===== src/rtl/fifo_destruct_arb.sv =====
// fifo_destruct_arb: round-robin arbiter that feeds one wide-to-narrow
// serializer from NREQ wide-word requesters. Each granted word is emitted
// as NSIZE beats of DSIZE bits, most-significant slice first, tagged with
// the requester ID and a last-beat flag.
module fifo_destruct_arb #(
    parameter int DSIZE = 8,
    parameter int NSIZE = 4,
    parameter int NREQ  = 4,
    parameter int IDW   = 2
) (
    input  logic                          clock,
    input  logic                          rst,
    input  logic [NREQ-1:0]               req_en,
    input  logic [NREQ*DSIZE*NSIZE-1:0]   req_data,
    input  logic [NREQ-1:0]               req_vld,
    output logic [NREQ-1:0]               req_ready,
    output logic [DSIZE-1:0]              rd_data,
    output logic                          rd_vld,
    input  logic                          rd_ready,
    output logic [IDW-1:0]                rd_id,
    output logic                          rd_last,
    output logic                          busy
);

    localparam int W  = DSIZE * NSIZE;
    localparam int PW = (NREQ > 1) ? $clog2(NREQ) : 1;
    localparam int CW = (NSIZE > 1) ? $clog2(NSIZE) : 1;

    localparam logic ST_IDLE = 1'b0;
    localparam logic ST_SEND = 1'b1;

    logic            state;
    logic [PW-1:0]   rr_ptr;
    logic [CW-1:0]   beat_cnt;
    logic [W-1:0]    shift_q;
    logic [IDW-1:0]  id_q;

    logic [NREQ-1:0] elig;
    logic            found;
    logic [PW-1:0]   gnt;
    logic [PW-1:0]   rr_next;
    logic            last_hs;
    logic            word_hs;

    assign elig    = req_vld & req_en;
    assign rd_vld  = (state == ST_SEND);
    assign busy    = (state == ST_SEND);
    assign rd_data = shift_q[W-1 -: DSIZE];
    assign rd_id   = id_q;
    assign rd_last = rd_vld && (beat_cnt == CW'(NSIZE - 1));

    // A new word may enter while idle, or in the same cycle the last beat
    // leaves, which keeps back-to-back words bubble-free. Reset blocks any
    // grant so req_ready reads 0 while rst is held.
    assign last_hs = rd_vld && rd_ready && rd_last;
    assign word_hs = !rst && found && ((state == ST_IDLE) || last_hs);
    assign rr_next = (gnt == PW'(NREQ - 1)) ? '0 : gnt + 1'b1;

    // Pick the first eligible requester at or after the round-robin pointer.
    always_comb begin
        found = 1'b0;
        gnt   = '0;
        for (int i = 0; i < NREQ; i++) begin
            if (!found && elig[(int'(rr_ptr) + i) % NREQ]) begin
                found = 1'b1;
                gnt   = PW'((int'(rr_ptr) + i) % NREQ);
            end
        end
    end

    // One-hot accept to the granted requester only when a word can be taken.
    always_comb begin
        req_ready = '0;
        if (word_hs) begin
            req_ready[gnt] = 1'b1;
        end
    end

    // Serializer state: capture a granted word, shift out accepted beats,
    // and hold everything while the sink stalls.
    always_ff @(posedge clock or posedge rst) begin
        if (rst) begin
            state    <= ST_IDLE;
            rr_ptr   <= '0;
            beat_cnt <= '0;
            shift_q  <= '0;
            id_q     <= '0;
        end else if (word_hs) begin
            state    <= ST_SEND;
            rr_ptr   <= rr_next;
            beat_cnt <= '0;
            shift_q  <= req_data[int'(gnt)*W +: W];
            id_q     <= IDW'(gnt);
        end else if (rd_vld && rd_ready) begin
            if (rd_last) begin
                state <= ST_IDLE;
            end else begin
                shift_q  <= shift_q << DSIZE;
                beat_cnt <= beat_cnt + 1'b1;
            end
        end
    end

endmodule

===== config.mk =====
export PLATFORM = sky130hd
export DESIGN_NAME = fifo_destruct_arb
export DESIGN_NICKNAME = d
export VERILOG_FILES = /design/src/rtl/fifo_destruct_arb.sv
export SDC_FILE = /design/constraint.sdc
export NUM_CORES = 1
export LEC_CHECK = 0
export ABC_AREA = 0
export BUFFER_PORTS_ARGS = -buffer_cell sky130_fd_sc_hd__buf_2
export CELL_PAD_IN_SITES_DETAIL_PLACEMENT = 2
export CELL_PAD_IN_SITES_GLOBAL_PLACEMENT = 2
export CORE_MARGIN = 5
export CORE_UTILIZATION = 25
export CTS_CLUSTER_DIAMETER = 200
export DETAILED_ROUTE_END_ITERATION = 7
export GPL_ROUTABILITY_DRIVEN = 0
export PLACE_DENSITY_LB_ADDON = 0.1
export SLEW_MARGIN = 0
export SYNTH_ARGS = -nofsm -noshare
export SYNTH_HDL_FRONTEND = slang
export SYNTH_SLANG_ARGS = --single-unit

===== constraint.sdc =====
create_clock -name clock -period 2.6 [get_ports clock]
set_clock_uncertainty 0.15 [all_clocks]
set_input_delay 0.39 -clock clock [delete_from_list [all_inputs] [get_ports clock]]
set_output_delay 0.39 -clock clock [all_outputs]
set_load 0.02 [all_outputs]

* Word-level counts from Yosys, hierarchy flattened
Index checks and enable logic that the tools add are counted.
Cells by class: add/sub/neg operators 5, $mul 0, divide/modulo/power cells 0, order comparisons 6, equal/unequal tests 3, shift operators 1, multiplexer cells 32, bitwise gates (word level) 5, reductions and logical operators 21
Operators by type and width (number):
- indexed part select 128 x 8 -> 32 bit | 1
- 2-to-1 mux 32 bit | 3
- 2-to-1 mux 2 bit | 8
- 2-to-1 mux 1 bit | 15
- less-than comparator 3 x 4 -> 1 bit, second input constant | 3
- logical AND 1 bit | 9
- binary-select mux 1 bit (select 2 bit) | 4
- adder 2 x 1 -> 2 bit, second input constant | 3
- less-than comparator 2 x 3 -> 1 bit, second input constant | 2
- OR reduction 2 bit | 3
- adder 2 bit, second input constant | 2
- AND 4 bit | 1
- == test 2 bit, second input constant | 2
- logical NOT 1 bit | 4
- 2-to-1 mux 4 bit | 1
- AND reduction 2 bit | 2
- nonzero test 2 bit | 2
- AND 1 bit, first input constant | 3
- demux 1 bit (select 2 bit) | 1
- >= comparator 2 x 1 -> 1 bit, second input constant | 1
- != test 2 x 1 -> 1 bit, second input constant | 1
- logical OR 1 bit | 1
- NOT 1 bit | 1
Word-level totals: bits in registers 39, latch bits 0, memory bits (writable) 0, ROM bits 0, input port bits 139, logic and storage cells 78, memories kept 0

* Depth between registers and ports, before layout
word-level depth 19, mapped depth 9, depth with buffers taken out 7

* Least setup slack after synthesis
No wires, ideal clock.
path type input to output, start point input port req_vld[2], end point output port req_ready[0], arrival 1547 ps, slack 513 ps, cell stages on the path 8, path buffers 2, path through nand2_1 > o221ai_1 > a21oi_2 > inv_2 > buf_6 > buf_4 > ha_1 > and2_1
On the way: cells in the longest elaborated chain, start to end 18, elaborated cells on any way between the ends 34
RTL lines:
- start: declaration | line 15 | input logic [NREQ-1:0] req_vld,
- AND 4 bit * | line 45 | assign elig = req_vld & req_en;
- binary-select mux 1 bit (select 2 bit) | line 64 | if (!found && elig[(int'(rr_ptr) + i) % NREQ]) begin
- 2-to-1 mux 1 bit (implied by the code) | line 64
- 2-to-1 mux 1 bit | line 64
- logical NOT 1 bit | line 64
- logical AND 1 bit | line 64
- 2-to-1 mux 1 bit | line 64
- logical NOT 1 bit | line 64
- (+2 left out)
- logical NOT 1 bit | line 64
- logical AND 1 bit | line 64
- 2-to-1 mux 2 bit | line 64
- less-than comparator 2 x 3 -> 1 bit (implied by the code) or >= comparator 2 x 1 -> 1 bit (tied branches) | line 75 | req_ready[gnt] = 1'b1;
- logical AND 1 bit (implied by the code) | line 75
- 2-to-1 mux 1 bit (implied by the code) | line 75
- demux 1 bit (select 2 bit) | line 75
- 2-to-1 mux 4 bit * | line 74 | if (word_hs) begin
- end: declaration | line 16 | output logic [NREQ-1:0] req_ready,
Every way passes the cells marked *; elsewhere a longest branch is shown, timed or not. The select of a mux whose other input is x is not followed.

* Worst setup path after layout
start point register rr_ptr[0], end point output port req_ready[2]
On the way: cells in the longest elaborated chain, start to end 17, elaborated cells on any way between the ends 36
RTL lines:
- start: declaration | line 33 | logic [PW-1:0] rr_ptr;
- start signal: assignment | line 90 | rr_ptr <= rr_next;
- adder 2 x 1 -> 2 bit or binary-select mux 1 bit (select 2 bit) (tied branches) | line 64, 66
- binary-select mux 1 bit (select 2 bit) or 2-to-1 mux 1 bit (tied branches) | line 64
- 2-to-1 mux 1 bit (implied by the code) | line 64
- 2-to-1 mux 1 bit (implied by the code) or logical NOT 1 bit (tied branches) | line 64
- logical AND 1 bit | line 64
- 2-to-1 mux 1 bit | line 64
- logical NOT 1 bit | line 64
- logical AND 1 bit | line 64
- 2-to-1 mux 1 bit | line 64
- logical NOT 1 bit | line 64
- logical AND 1 bit | line 64
- 2-to-1 mux 2 bit | line 64
- less-than comparator 2 x 3 -> 1 bit (implied by the code) or >= comparator 2 x 1 -> 1 bit (tied branches) | line 75
- logical AND 1 bit (implied by the code) | line 75
- 2-to-1 mux 1 bit (implied by the code) | line 75
- demux 1 bit (select 2 bit) | line 75
- 2-to-1 mux 4 bit * | line 74
Marks and branches as above.

==> flow_summary.toml <==
[route]
antenna_left = 0
wl_per_cell_um = 17.9
wl_um = 10600
vias = 2876
drtPass1Iterations = 4
viasPerCell = 4.89
drc_errors = 0
drt_iter0_markers = 58

[floorplanning]
core_area_um2 = 11300
start_util_pct = 25.4
die-height_um = 117
die-area_um2 = 13700
ios = 156
rows = 39
die_w_um = 117

[power_and_ir_drop]
clock_power_share_pct = 22.0
cellPowerDensity_nw_per_um2 = 912
switching_share_pct = 37.9
internal_power_mw = 2.24
comb_power_share_pct = 49.2
switchingPower_mw = 1.37
power_frac_seq_pct = 28.8
p_leak_nw = 2.09
vdd_drop_max_v = 0.000290

[cts]
cts-htree-levels = 2
postCtsHoldBufs = 0
clock_path_buffers = 2
cts_root_buf = "clkbuf_16"
insertion_delay_ns = 0.28
post_cts_buffers = 0
cts_made_buffers = 5
cts.sink_count = 39
cts_tree = "built"
clk_pin_slew_ns = 0.06

[global_route]
grtUsageTotal_pct = 15.4
overflow = 0
grt_pass1_vias = 3285
antenna_found_initial = 1
grt_max_degree = 40
grt_pass1_wl_um = 16600

[final_layout]
final_util_pct = 34.9
mostFrequentLayoutCells = "buf_2 (155), mux2i_1 (58), nand2_1 (39), dfrtp_1 (39), o21ai_0 (33)"
syn_to_final_growth_pct = 37.6
final_cells = 588
final_common_cell = "buf_2"
drive_gt1_share_pct = 43.0
finalNetCount = 587

[timing]
min_period_over_period_pct = 93.8
setup_viol = 0
setup-tns-final_ns = 0
max_slew_margin_pct = 40.6
rsz0062_at_grt = "false"
tightest_slew_ns = 0.890
drv_slew = 0
fmax_ghz = 0.410
post-route-min-period_ns = 2.44
final_hold_viol_count = 0

[synth]
ys_seq_elements = 39
synth_compound_area_share_pct = 22.3
synth_nets = 446
synth_top_family_by_area = "multiplexers"
syn_area_per_cell_um2 = 9.51
synth_fa_ha_area_share_pct = 2.18
syn-cell-area_um2 = 2870
muxShareOfSynthArea_pct = 24.1
ys_warn_count = 0
async_reset_ff_share_pct = 100
syn_inst = 302
synth_edf_count = 0
synth-xor-area-share_pct = 0
synthFlopType = "dfrtp_1"
synthSimpleGateAreaFrac_pct = 9.41
seq_area_frac_synth_pct = 34.0
synth_cell_types = 39

[worst_setup_path]
critPathKind = "flop to primary output"
critPathMaxStageDelay_ns = 0.45
crit_slowest_cell = "dfrtp_1"
critPathTopFamily = "simple AND/OR/NAND/NOR gates"
end_kind = "primary output"
critPathLaunchType = "flop"
required_ns = 2.06
crit_chain = "and3b_1 > o21ai_1 > nand3_2 > clkinv_4 > ha_1 > and2_1 > buf_2"
crit_arrival_ns = 1.90
crit_buf_inv = 2
path_max_fanout = 8

[run_status]
outcome = "finished clean"

[place]
dp_cells = 579
dpl.hpwl_um = 8420
port_buffers = 155

[worst_hold_path]
holdCritPathClass = "input port to async pin"

[flow_run]
maxCapViolations = 0
[Yosys cell counts, types with 2 or more instances]
cell type  count  share of area, %
a21oi_1       11               1.9
a22o_1         6               1.8
a32o_1         9               3.1
and2_1         6               1.3
buf_2          6               1.0
buf_4         14               3.7
buf_6          3               1.2
clkbuf_1       9               1.2
dfrtp_1       39                34
ha_1           5               2.2
inv_1          4              0.52
inv_2          2              0.26
mux2_1         5               2.0
mux2_2         5               2.0
mux2i_1       58                20
nand2_1       39               5.1
nor2_1         2              0.26
nor2b_1        2              0.44
o21ai_0       33               5.8
o21ai_1        3              0.52
o22a_1        21               6.4
or3_1          3              0.65
[state kept, by name (all words and copies together) (netlist names)]
| register | flops |
|---|---|
| beat_cnt | 2 |
| busy | 1 |
| rd_id | 2 |
| rr_ptr | 2 |
| shift_q | 32 |
[what timing repair did]
action                                  4_1_cts  5_1_grt
pin swaps                                     0        0
gates resized for setup                       1        2
cloned                                        0        0
endpoints found under the setup margin        1        2
[path summary, 6_finish.rpt]
check	end	cells after the start	startpoint	slack (ns)
max	req_ready[2]	7	rr_ptr[0]	0.16
min	rr_ptr[1]	2	rst	0.16
max reg2reg	shift_q[25]	7	rr_ptr[0]	0.41
min reg2reg	shift_q[3]	1	shift_q[3]	0.34
max in group asynchronous	shift_q[6]	2	rst	1.59
min in group clock	beat_cnt[1]	2	rd_ready	0.28
[worst register-to-register path: cells and delay by family, from the launching register on]
kind	cells	cell delay, ns
AO/OA/AOI/OAI	4	0.66
buffers and inverters	2	0.52
flip-flops	1	0.45
multiplexers	1	0.30
[cell families after synthesis]
| family | count (synthesis) |
|---|---|
| multiplexers | 68 |
| adder cells (fa/ha/maj) | 5 |
| AND/OR/NAND/NOR | 59 |
| buffers and inverters | 39 |
| AO/OA/AOI/OAI | 92 |
| flip-flops | 39 |
[layout make-up]
class                      count  area (um^2)
tap                          143          179
timing repair buffer         167          891
clock inverter                 2         60.1
inverter                       6         27.5
fill                        1284         7370
clock buffer                   6          129
multi-input combinational    224         1690
sequential                    39          976
antenna                        1         2.50
[routing by layer]
| metal | share of wire, % | global-route usage [%] | wire length, um | vias up |
|---|---|---|---|---|
| met5 | 0.10 | 0 | 11 | - |
| met4 | 0.67 | 2.98 | 71 | 2 |
| met3 | 6.6 | 3.70 | 701 | 6 |
| met2 | 49 | 27.4 | 5180 | 93 |
| met1 | 43 | 18.9 | 4580 | 1390 |
| li1 | - | - | - | 1385 |
[power groups by stage]
stage          clock network [mW]  registers [mW]  logic [mW]
3_3_place_gp                    0            1.04        1.76
5_1_grt                     0.847            1.08        1.98
3_5_place_dp                    0            1.06        1.81
6_report                    0.793            1.04        1.77
4_1_cts                     0.821            1.05        1.83
2_1_floorplan                   0            1.01        1.36
[per-stage QoR]
stage / worst slack, ns / total power [mW] / hold WS, ns / instance area, um^2
after floorplan: 0.513 / 2.37 / 0.309 / 2870
after global placement: 0.262 / 2.80 / 0.327 / 3750
after detailed placement: 0.231 / 2.87 / 0.333 / 3750
after CTS: 0.0224 / 3.69 / 0.209 / 3940
after global routing: 0.0487 / 3.90 / 0.265 / 3950
final: 0.162 / 3.60 / 0.159 / 3950
Note: power is estimated with default switching activity, not from simulation.
